[config.mk]
export PLATFORM = sky130hd
export DESIGN_NAME = breg_access_arbiter
export DESIGN_NICKNAME = d
export VERILOG_FILES = /design/src/rtl/breg_arb_pkg.sv /design/src/rtl/breg_access_arbiter_rr_picker.sv /design/src/rtl/breg_access_arbiter.sv
export SDC_FILE = /design/constraint.sdc
export NUM_CORES = 1
export LEC_CHECK = 0
export ABC_CLOCK_PERIOD_IN_PS = 7000
export CAP_MARGIN = 20
export CORE_MARGIN = 10
export CORE_UTILIZATION = 30
export CTS_BUF_LIST = sky130_fd_sc_hd__clkbuf_4
export DETAILED_ROUTE_END_ITERATION = 8
export REMOVE_ABC_BUFFERS = 1
export SYNTH_ARGS = -nofsm -noshare
export SYNTH_HDL_FRONTEND = slang
export SYNTH_SLANG_ARGS = --single-unit
[constraint.sdc]
create_clock -name clk -period 7 [get_ports clk]
set_input_delay 1.4 -clock clk [delete_from_list [all_inputs] [get_ports clk]]
set_output_delay 1.4 -clock clk [all_outputs]
set_load 0.02 [all_outputs]
[src/rtl/breg_arb_pkg.sv]
// Shared types and constants for the register-bank access arbiter.
// Imported by the arbiter top and its round-robin picker.
package breg_arb_pkg;

    localparam int DEF_AW   = 5;
    localparam int DEF_DW   = 32;
    localparam int REG_ZERO = 0;

    typedef enum logic [1:0] {
        IDLE  = 2'd0,
        ISSUE = 2'd1,
        DONE  = 2'd2
    } state_t;

endpackage

[src/rtl/breg_access_arbiter_rr_picker.sv]
// Combinational round-robin picker: first set request at or after ptr,
// wrapping modulo N.
module rr_picker #(
    parameter int N  = 2,
    parameter int PW = 1
) (
    input  logic [N-1:0]  i_req,
    input  logic [PW-1:0] i_ptr,
    output logic [N-1:0]  o_grant,
    output logic [PW-1:0] o_idx,
    output logic          o_any
);

    logic [PW:0] w_k;
    logic        w_found;

    always_comb begin
        o_grant = '0;
        o_idx   = '0;
        w_found = 1'b0;
        w_k     = '0;
        for (int i = 0; i < N; i++) begin
            w_k = {1'b0, i_ptr} + (PW+1)'(i);
            if (w_k >= (PW+1)'(N))
                w_k = w_k - (PW+1)'(N);
            if (!w_found && i_req[w_k[PW-1:0]]) begin
                w_found               = 1'b1;
                o_grant[w_k[PW-1:0]] = 1'b1;
                o_idx                = w_k[PW-1:0];
            end
        end
    end

    assign o_any = w_found;

endmodule

[src/rtl/breg_access_arbiter.sv]
// Round-robin arbiter sharing the register bank ports between requesters.
// Each transaction runs IDLE (arbitrate) -> ISSUE (bank access) -> DONE (ack).
module breg_access_arbiter
    import breg_arb_pkg::*;
#(
    parameter int NUM_REQ      = 2,
    parameter int DW           = DEF_DW,
    parameter int AW           = DEF_AW,
    parameter bit ZERO_PROTECT = 1'b1
) (
    input  logic                  clk,
    input  logic                  rst,
    input  logic [NUM_REQ-1:0]    req,
    input  logic [NUM_REQ-1:0]    req_we,
    input  logic [NUM_REQ*AW-1:0] req_ra1,
    input  logic [NUM_REQ*AW-1:0] req_ra2,
    input  logic [NUM_REQ*AW-1:0] req_wa,
    input  logic [NUM_REQ*DW-1:0] req_wd,
    output logic [NUM_REQ-1:0]    ack,
    output logic [DW-1:0]         rd1,
    output logic [DW-1:0]         rd2,
    output logic                  zero_drop,
    output logic [AW-1:0]         ReadReg1,
    output logic [AW-1:0]         ReadReg2,
    output logic [AW-1:0]         WriteRegister,
    output logic [DW-1:0]         WriteData,
    output logic                  enesc,
    input  logic [DW-1:0]         ReadData1,
    input  logic [DW-1:0]         ReadData2
);

    localparam int PW = (NUM_REQ > 1) ? $clog2(NUM_REQ) : 1;

    state_t               r_state;
    state_t               w_next;
    logic [PW-1:0]        r_ptr;
    logic [PW-1:0]        r_win;
    logic [NUM_REQ-1:0]   r_gnt;
    logic                 r_we;
    logic [AW-1:0]        r_ra1;
    logic [AW-1:0]        r_ra2;
    logic [AW-1:0]        r_wa;
    logic [DW-1:0]        r_wd;
    logic [DW-1:0]        r_rd1;
    logic [DW-1:0]        r_rd2;

    logic [NUM_REQ-1:0]   w_pick_gnt;
    logic [PW-1:0]        w_pick_idx;
    logic                 w_any;
    logic                 w_zero;
    logic                 w_enesc;
    logic                 w_zd;
    logic [NUM_REQ-1:0]   w_ack;

    rr_picker #(
        .N  (NUM_REQ),
        .PW (PW)
    ) u_pick (
        .i_req   (req),
        .i_ptr   (r_ptr),
        .o_grant (w_pick_gnt),
        .o_idx   (w_pick_idx),
        .o_any   (w_any)
    );

    assign w_zero = ZERO_PROTECT && (r_wa == AW'(REG_ZERO));

    always_ff @(posedge clk or posedge rst) begin
        if (rst)
            r_state <= IDLE;
        else
            r_state <= w_next;
    end

    always_comb begin
        w_next  = r_state;
        w_enesc = 1'b0;
        w_zd    = 1'b0;
        w_ack   = '0;
        unique case (r_state)
            IDLE: begin
                if (w_any)
                    w_next = ISSUE;
            end
            ISSUE: begin
                w_next  = DONE;
                w_enesc = r_we && !w_zero;
            end
            DONE: begin
                w_next = IDLE;
                w_ack  = r_gnt;
                w_zd   = r_we && w_zero;
            end
            default: w_next = IDLE;
        endcase
    end

    // Payload is latched once at arbitration; later changes are ignored.
    always_ff @(posedge clk or posedge rst) begin
        if (rst) begin
            r_win <= '0;
            r_gnt <= '0;
            r_we  <= 1'b0;
            r_ra1 <= '0;
            r_ra2 <= '0;
            r_wa  <= '0;
            r_wd  <= '0;
        end else if (r_state == IDLE && w_any) begin
            r_win <= w_pick_idx;
            r_gnt <= w_pick_gnt;
            r_we  <= req_we[w_pick_idx];
            r_ra1 <= req_ra1[int'(w_pick_idx)*AW +: AW];
            r_ra2 <= req_ra2[int'(w_pick_idx)*AW +: AW];
            r_wa  <= req_wa[int'(w_pick_idx)*AW +: AW];
            r_wd  <= req_wd[int'(w_pick_idx)*DW +: DW];
        end
    end

    always_ff @(posedge clk or posedge rst) begin
        if (rst) begin
            r_rd1 <= '0;
            r_rd2 <= '0;
            r_ptr <= '0;
        end else begin
            if (r_state == ISSUE) begin
                r_rd1 <= ReadData1;
                r_rd2 <= ReadData2;
            end
            if (r_state == DONE)
                r_ptr <= (r_win == PW'(NUM_REQ-1)) ? '0 : r_win + 1'b1;
        end
    end

    assign ack           = w_ack;
    assign zero_drop     = w_zd;
    assign enesc         = w_enesc;
    assign rd1           = r_rd1;
    assign rd2           = r_rd2;
    assign ReadReg1      = r_ra1;
    assign ReadReg2      = r_ra2;
    assign WriteRegister = r_wa;
    assign WriteData     = r_wd;

endmodule

==> metrics, run 1 <==
wire length per cell=19.0 um; largest net degree at the start of global routing=66; CP Data Required Time=between 5 and 6 ns; arrival time at the worst endpoint=2.44 ns; global-route wire length before repair=30,900 um; most frequent cells in the layout=277 x clkdlybuf4s50_1, 193 x nand2_1, 118 x dfrtp_1; antenna violations before repair=1; reg2reg start=r_state[0]; Seq. cell area=2950 um^2; Area Growth Syn to Fin=61.9%; worst-path maximum fanout=65; FF+latch count, synth=118; fmax=260 MHz; CP endpoint kind=output pin; postcts setup bufs=0; worst vdd ir=0.225 mV; total CTS buffers=17; total number of vias=5,164; number of global-route vias before repair=5,378; main flop type after synthesis=dfrtp_1; Clock power frac=0.139; HPWL Detailed=14,800 um; num ports=279; status=completed; Seq pwr share=0.320; worst setup margin=3.16 ns; Clock Skew=0.0247 ns; std cell rows=47; CP Launch Type=flip-flop; hold-fix buffers at CTS=0; top cell type's share of synthesized area=0.574; combinational share of power=0.542; Placed Cells incl. Taps=1,030; Routed Antenna Nets=0; port buffer count=278; Clk pin slew, worst setup/hold paths=0.11 ns; area leader, netlist=dfrtp_1; die area=22,800 um^2; cell area after synthesis=5150 um^2; Routability Congestion=about 0.85; Starting Density=0.308; EDFF count, synth=0; DRT Wirelength=20,200 um; die width=151 um; hold slack final=0.464 ns; HP Start=r_win; register area share after synthesis=0.574; post-route non-filler standard cell count=1,064; maxcap violations=0; Hold Path Class=reg -> reg; First DRT Iteration DRCs=288; CP startpoint=r_state[1]; Int Pwr=2.15 mW; Post-Route Utilization=0.499; Cell variety after synth=26; Gate Count Post-Synth=about 580; final setup violation count=0; cts repair resizes=0; GRT overflow=0; largest cells by area after synthesis=dfrtp_1 57%, nand2_1 14%, a21oi_1 4.9%, a31oi_1 4.7%, nand3_1 4.7%; Sw Pwr=1.65 mW; most common cell after layout, fill and taps aside=clkdlybuf4s50_1; final slew viol count=0; Multi-input gate area=roughly 1900 um^2; setup_tns=0 ns; core footprint=16,700 um^2; chip height=151 um; drt via density=4.85; CTS Buffer Depth=2; global-route usage over all layers=0.174; drt pass-1 iters=6; H-tree depth=4; drt drc=0; TritonCTS clock tree=done; clock root cell=clkbuf_4; Clock Latency Late Sink=about 0.54 ns; clock sinks=between 100 and 150; PD cells=456 nW/um^2; Hold Violations, Final=0; switch share=0.434; RSZ-0062 raised after global routing=no; Post-synth ARST share=1.00; layout net count=between 900 and 1,000; dpl ws=around 3.2 ns; share of cells above drive strength 1=0.0677; crit share post-route=0.549; Leak=3.56 nW; tightest slew margin relative to the limit=0.300; Setup CP Type=reg -> out; synthesized area per cell=8.92 um^2; Fillers=1,575; Yosys warnings=0; Slew @ Worst Pin=around 1.1 ns; post-layout min period=3.84 ns
[flip-flops by register name, indices dropped and copies added (netlist names)]
name           flops
WriteData         32
rd1               32
rd2               32
ReadReg1           5
ReadReg2           5
WriteRegister      5
r_gnt              2
r_state            2
r_ptr              1
r_we               1
r_win              1
[synth_stat cells, types with 2 or more instances]
library cell	instances
a21oi_1	50
a31oi_1	39
a31oi_2	10
a32o_1	2
and2_1	2
buf_1	9
buf_2	10
buf_6	5
clkbuf_1	27
dfrtp_1	118
inv_1	2
inv_2	2
nand2_1	193
nand2b_1	2
nand3_1	48
nor2b_1	2
o21ai_0	40
o21ai_1	8
[layout make-up]
| class | instances | share of cell area |
|---|---|---|
| sequential | 118 | 0.355 |
| timing repair buffer | 285 | 0.340 |
| multi-input combinational | 403 | 0.233 |
| tap | 220 | 0.0330 |
| clock inverter | 15 | 0.0212 |
| clock buffer | 17 | 0.0153 |
| inverter | 4 | 0.00210 |
| antenna | 2 | 0.000601 |
[path summary, 6_finish.rpt]
check	endpoint	slack, ns	depth (start not counted)
min in group asynchronous	WriteData[22]	1.31	2
worst min-delay path	r_ptr	0.46	1
worst max-delay path	enesc	3.16	5
worst min register to register	r_ptr	0.46	1
worst max register to register	ReadReg2[4]	4.83	5
max in group asynchronous	rd2[8]	4.39	3
[critical path: stages (launching register included)]
cell	delay (ns)
dfrtp_1	0.41
nand2b_2	0.13
buf_4	0.54
inv_2	0.12
o211a_1	0.16
clkdlybuf4s50_1	0.54
[cell families after synthesis]
group                  Yosys count  synth area share
AND/OR/NAND/NOR                253             0.203
AO/OA/AOI/OAI                  150             0.173
flip-flops                     118             0.574
buffers and inverters           56            0.0508
[routing by layer]
layer  wire [um]  share of wire  global-route usage
met5           0              0                   0
met4         246          0.012              0.0510
met3        3320           0.16               0.121
met2        8660           0.43               0.253
met1        7980           0.39               0.201
[metrics by stage]
step | power, mW | area [um^2]
final | 3.80 | 8330
after global routing | 4.08 | 8330
after CTS | 3.85 | 8320
after detailed placement | 3.31 | 8020
after global placement | 3.27 | 8020
after floorplan | 2.25 | 4900
[power by group through the flow]
stage | registers [mW] | logic [mW] | clock network (mW)
after floorplan | 1.60 | 0.650 | 0
final | 1.22 | 2.06 | 0.527
after global placement | 1.21 | 2.05 | 0
after detailed placement | 1.23 | 2.08 | 0
after CTS | 1.21 | 2.09 | 0.548
after global routing | 1.26 | 2.25 | 0.580
No activity file was read; power rests on OpenSTA's default activity.
==> inputs of run 2 (changes only) <==
--- a/config.mk
+++ b/config.mk
@@ -5,12 +5,13 @@
 export SDC_FILE = /design/constraint.sdc
 export NUM_CORES = 1
 export LEC_CHECK = 0
-export ABC_CLOCK_PERIOD_IN_PS = 7000
+export ABC_CLOCK_PERIOD_IN_PS = 3400
 export CAP_MARGIN = 20
 export CORE_MARGIN = 10
 export CORE_UTILIZATION = 30
 export CTS_BUF_LIST = sky130_fd_sc_hd__clkbuf_4
 export DETAILED_ROUTE_END_ITERATION = 8
+export PLACE_DENSITY = 0.67
 export REMOVE_ABC_BUFFERS = 1
 export SYNTH_ARGS = -nofsm -noshare
 export SYNTH_HDL_FRONTEND = slang
==> constraint.sdc (replaced) <==
create_clock -name clk -period 3.4 [get_ports clk]
set_input_delay 0.68 -clock clk [delete_from_list [all_inputs] [get_ports clk]]
set_output_delay 0.68 -clock clk [all_outputs]
set_load 0.02 [all_outputs]
==> run 2 against run 1 <==
  * Setup slack worse by 2.8 ns
  * Cell area is 0.39% higher
  * Flip-flop and latch count stayed put
  * Sequential power is 100% higher
  * Combinational power is 100% higher
  * Register-to-register slack worse by 3.2 ns
  * Global-route usage is 0.94 points lower
  * Clock-buffer cell count stayed put
  * Critical path depth is 2 lower
  * Die area stayed put
  * Core utilization is 0.19 points higher
  * Power is 110% higher
  * Critical path type unchanged
==> metrics, run 2 (synthesis gave the netlist of run 1 again) <==
Fillers=1,569 (-0.38%); critical path's top delay family=simple AND/OR/NAND/NOR gates; maxcap violations=0 (unchanged); CP max stage cell=clkdlybuf4s50_1; Area Growth Syn to Fin=62.5%; CP Cell Sequence=or4_1 > nor3_1 > clkdlybuf4s50_1; Leak=3.58 nW (+0.54%); tightest slew margin relative to the limit=0.282 (-0.0175); Setup CP Type=reg -> out; drt pass-1 iters=5 (-1); total number of vias=5,157 (-0.14%); most frequent cells in the layout=277 x clkdlybuf4s50_1, 193 x nand2_1, 118 x dfrtp_1; drt drc=0 (unchanged); total CTS buffers=17 (unchanged); Routability Congestion=0.780 (-8.4%); PD cells=935 nW/um^2 (+100%); GRT overflow=0 (unchanged); share of cells above drive strength 1=0.0712 (+0.00348); num ports=279 (unchanged); post-layout min period=2.99 ns; wire length per cell=18.4 um (-3.1%); final slew viol count=0 (unchanged); core footprint=16,700 um^2 (unchanged); hold-fix buffers at CTS=0 (unchanged); port buffer count=278 (unchanged); std cell rows=47 (unchanged); CP Buf/Inv Count=1 (-2); clock root cell=clkbuf_4; final setup violation count=0 (unchanged); fmax=334 MHz; Hold Violations, Final=0 (unchanged); most common cell after layout, fill and taps aside=clkdlybuf4s50_1; drt via density=4.85 (-0.14%); HP Start=r_win; Clk pin slew, worst setup/hold paths=0.11 ns (about the same); reg2reg start=r_ptr; Clock Skew=0.0220 ns (-0.00267 ns); worst vdd ir=0.351 mV (+56%); die width=151 um (unchanged); Starting Density=0.308 (unchanged); arrival time at the worst endpoint=2.31 ns (-0.13 ns); global-route usage over all layers=0.165 (-0.00936); number of global-route vias before repair=5,179 (-3.7%); Design Area, Final=8360 um^2 (+0.39%); Clock Latency Late Sink=0.53 ns (about the same); DP Area=8050 um^2 (+0.41%); layout net count=994 (+0.10%); status=completed; First DRT Iteration DRCs=208 (-28%); H-tree depth=4 (unchanged); CP Data Required Time=2.72 ns (-2.88 ns); setup_tns=0 ns (unchanged); global-route wire length before repair=29,300 um (-5.1%); die area=22,800 um^2 (unchanged); Routed Antenna Nets=0 (unchanged); antenna violations before repair=1 (unchanged); postcts setup bufs=0 (unchanged); DRT Wirelength=19,600 um (-3.1%); CP endpoint kind=output pin; Slew @ Worst Pin=1.08 ns (+0.0262 ns); TritonCTS clock tree=done; worst-path maximum fanout=3 (-95%); chip height=151 um (unchanged); largest net degree at the start of global routing=119 (+80%); clock sinks=118 (unchanged); RSZ-0062 raised after global routing=no; crit share post-route=0.880; CTS Buffer Depth=2 (unchanged); HPWL Detailed=14,000 um (-5.8%); slowest cell delay on critical path=0.64 ns (+0.10 ns); cts repair resizes=0 (unchanged); CP startpoint=WriteRegister[0]; CP Launch Type=flip-flop; Hold Path Class=reg -> reg
run 2: cell count changes in the layout (fill, tap and decap cells not counted):
| cell | previous run | this run |
|---|---|---|
| buf_12 | 0 | 2 |
| clkinv_4 | 2 | 4 |
| buf_4 | 7 | 6 |
| clkinv_1 | 2 | 1 |
| clkinv_2 | 1 | 2 |
| clkinvlp_4 | 4 | 3 |
| diode_2 | 2 | 1 |
| inv_6 | 3 | 2 |
| or2_1 | 1 | 0 |
| or2_2 | 0 | 1 |
run 2: cell type report:
cell class | instances | area [um^2] | area share
antenna | 1 | 2.50 | 0.000299
clock buffer | 17 | 128 | 0.0153
clock inverter | 15 | 179 | 0.0214
inverter | 4 | 17.5 | 0.00209
multi-input combinational | 403 | 1940 | 0.233
sequential | 118 | 2950 | 0.353
tap | 220 | 275 | 0.0329
timing repair buffer | 286 | 2860 | 0.342
run 2: path summary, 6_finish.rpt:
check,to,depth (start not counted),slack (ns)
setup reg to reg,WriteData[6],3,1.66
setup / recovery,zero_drop,3,0.41
hold / removal,r_ptr,1,0.45
max in group asynchronous,r_win,3,2.22
min in group asynchronous,rd1[12],3,0.64
hold reg to reg,r_ptr,1,0.45
run 2: through the flow:
step / worst slack, ns / hold WS [ns] / util / power (mW) / instances
floorplan: -0.409 / 0.417 / - / 4.63 / 525
CTS: 0.326 / 0.404 / 0.501 / 7.94 / 1063
global placement: 0.950 / 0.432 / 0.482 / 6.77 / 1031
detailed placement: 0.914 / 0.438 / 0.482 / 6.81 / 1031
global route: 0.239 / 0.411 / 0.501 / 8.37 / 1064
finish: 0.409 / 0.452 / 0.501 / 7.81 / 1064
run 2: layer usage:
metal | up-vias | part of all wire | routed length [um] | GRT usage
li1 | 2468 | - | - | -
met1 | 2401 | 0.41 | 7970 | 0.190
met2 | 266 | 0.44 | 8540 | 0.250
met3 | 22 | 0.14 | 2690 | 0.0952
met4 | 0 | 0.020 | 382 | 0.0563
met5 | - | 0 | 0 | 0
run 2: power by group:
group / internal (mW) / switching (mW) / leakage (nW)
Sequential: 2.11 / 0.385 / 1.40
Clock: 0.513 / 0.592 / 0.156
Combinational: 1.83 / 2.39 / 2.02
Total: 4.45 / 3.37 / 3.58
==> inputs of run 3 (changes only) <==
--- a/config.mk
+++ b/config.mk
@@ -10,8 +10,9 @@
 export CORE_MARGIN = 10
 export CORE_UTILIZATION = 30
 export CTS_BUF_LIST = sky130_fd_sc_hd__clkbuf_4
+export CTS_CLUSTER_DIAMETER = 200
 export DETAILED_ROUTE_END_ITERATION = 8
-export PLACE_DENSITY = 0.67
+export PLACE_DENSITY = 0.75
 export REMOVE_ABC_BUFFERS = 1
 export SYNTH_ARGS = -nofsm -noshare
 export SYNTH_HDL_FRONTEND = slang
==> run 3 against run 2 <==
  * Clock power down 18%
  * First-iteration DRC count up 24%
  * Via count down 1.1%
  * Sequential share of layout area up 0.36 points
  * Clock-buffer cell count up 3
  * Cell area down 1.0%
  * Critical path depth unchanged
  * Largest cell class unchanged
  * Highest routed layer unchanged
==> metrics, run 3 (synthesis gave the netlist of run 1 again) <==
status=completed; Reg2Reg Setup Slack=1.68 ns (+0.02 ns); Design Area, Final=8280 um^2 (-1.0%); Multi-input gate area=1940 um^2 (unchanged); CP Data Required Time=2.72 ns (about the same); n_diodes=0 (-1); post-layout min period=2.99 ns (+0.00238 ns); HPWL Detailed=14,000 um (+0.33%); std cell rows=47 (unchanged); num ports=279 (unchanged); DRT Wirelength=19,100 um (-2.5%); postcts setup bufs=0 (unchanged); drt via density=4.80 (-1.0%); final slew viol count=0 (unchanged); share of cells above drive strength 1=0.0688 (-0.00237); Hold Path Class=reg -> reg; slowest cell delay on critical path=0.64 ns (about the same); Routability Congestion=0.833 (+6.8%); CP startpoint=WriteRegister[0]; die width=151 um (unchanged); TritonCTS clock tree=done; Slew @ Worst Pin=1.05 ns (-0.0278 ns); Clock Latency Late Sink=0.51 ns (-0.02 ns); Starting Density=0.308 (unchanged); tightest slew margin relative to the limit=0.301 (+0.0185); drt drc=0 (unchanged); post-route non-filler standard cell count=1,063 (-0.094%); First DRT Iteration DRCs=258 (+24%); Hold Crit Depth=1 (unchanged); wire length per cell=18.0 um (-2.4%); crit share post-route=0.880 (about the same); final setup violation count=0 (unchanged); worst-path maximum fanout=3 (unchanged); global-route wire length before repair=28,300 um (-3.5%); critical path's top delay family=simple AND/OR/NAND/NOR gates; number of global-route vias before repair=5,160 (-0.37%); Routed Antenna Nets=0 (unchanged); CTS Buffer Depth=2 (unchanged); Leak=3.56 nW (-0.58%); Seq. cell area=2950 um^2 (unchanged); hold endpoint=r_ptr; HP Start=r_win; H-tree depth=4 (unchanged); CP Buf/Inv Count=1 (unchanged); Placed Cells incl. Taps=1,031 (unchanged); total CTS buffers=17 (unchanged); total number of vias=5,099 (-1.1%); Setup CP Type=reg -> out; Hold Violations, Final=0 (unchanged); DP Area=8040 um^2 (-0.16%); RSZ-0062 raised after global routing=no; chip height=151 um (unchanged); most common cell after layout, fill and taps aside=clkdlybuf4s50_1; GRT overflow=0 (unchanged); arrival time at the worst endpoint=2.31 ns (about the same); Worst Reg-to-Reg Cells=4 (+1); maxcap violations=0 (unchanged); Area Growth Syn to Fin=60.9%; antenna violations before repair=0 (-1); CP endpoint kind=output pin; clock root cell=clkbuf_4; worst vdd ir=0.544 mV (+55%); reg2reg start=r_state[0]; global-route usage over all layers=0.158 (-0.00644); most frequent cells in the layout=277 x clkdlybuf4s50_1, 193 x nand2_1, 118 x dfrtp_1; r2r endpoint=WriteData[22]; WP depth=3 (unchanged); layout net count=994 (unchanged); Clock Skew=0.0213 ns (-0.000753 ns); hold-fix buffers at CTS=0 (unchanged); largest net degree at the start of global routing=66 (-45%); die area=22,800 um^2 (unchanged); drt pass-1 iters=4 (-1); CP max stage cell=clkdlybuf4s50_1; fmax=334 MHz (about the same); Fillers=1,568 (-0.064%); CP Cell Sequence=or4_1 > nor3_1 > clkdlybuf4s50_1; core footprint=16,700 um^2 (unchanged); PD cells=918 nW/um^2 (-1.7%); clock sinks=118 (unchanged); cts repair resizes=0 (unchanged); CP Launch Type=flip-flop; Clk pin slew, worst setup/hold paths=0.11 ns (about the same); Pwr Total=7.60 mW (-2.7%); port buffer count=278 (unchanged)
run 3: changes by cell type in the layout (fill, tap and decap cells not counted), sizes merged:
cell,before,now
clkbuf,17,20
clkinv,7,10
bufinv,3,1
clkinvlp,3,1
inv,6,4
diode,1,0
run 3: layout make-up:
cell class              count  area share
flip-flops and latches    118       0.357
repair buffers            286       0.344
multi-input cells         403       0.235
well taps                 220      0.0333
clock buffers              20      0.0181
clock inverters            12      0.0106
inverters                   4     0.00212
run 3: worst max-delay path by stage:
stage                              to  slack, ns
final                       zero_drop       0.41
after floorplan           ReadReg1[0]      -0.41
after global placement    ReadReg2[0]       0.94
after global routing        zero_drop       0.23
after detailed placement  ReadReg1[0]       0.86
after CTS                   zero_drop       0.33
run 3: per-layer routing:
metal,part of all wire,wire length [um],vias to the layer above,global-route usage
met4,0.016,303,0,0.0500
met3,0.13,2450,17,0.0862
met2,0.44,8480,252,0.245
li1,-,-,2462,-
met5,0,0,-,0
met1,0.41,7850,2368,0.184
run 3: where the power goes:
group / total [mW] / internal [mW] / switching, mW
Sequential: 2.49 / 2.11 / 0.382
Combinational: 4.21 / 1.81 / 2.40
Clock: 0.897 / 0.373 / 0.525
run 3: metrics by stage:
step	setup TNS, ns	util	setup slack, ns	hold WS (ns)
detailed placement	0	0.481	0.862	0.436
floorplan	-48.63	-	-0.409	0.417
finish	0	0.496	0.407	0.451
global placement	0	0.481	0.942	0.431
global route	0	0.496	0.231	0.403
CTS	0	0.496	0.335	0.390
run 3: worst register-to-register path: cells and delay by family (launching register included):
family	cells	cell delay, ns
buffers and inverters	1	0.67
flip-flops	1	0.44
AO/OA/AOI/OAI	1	0.23
AND/OR/NAND/NOR	2	0.21
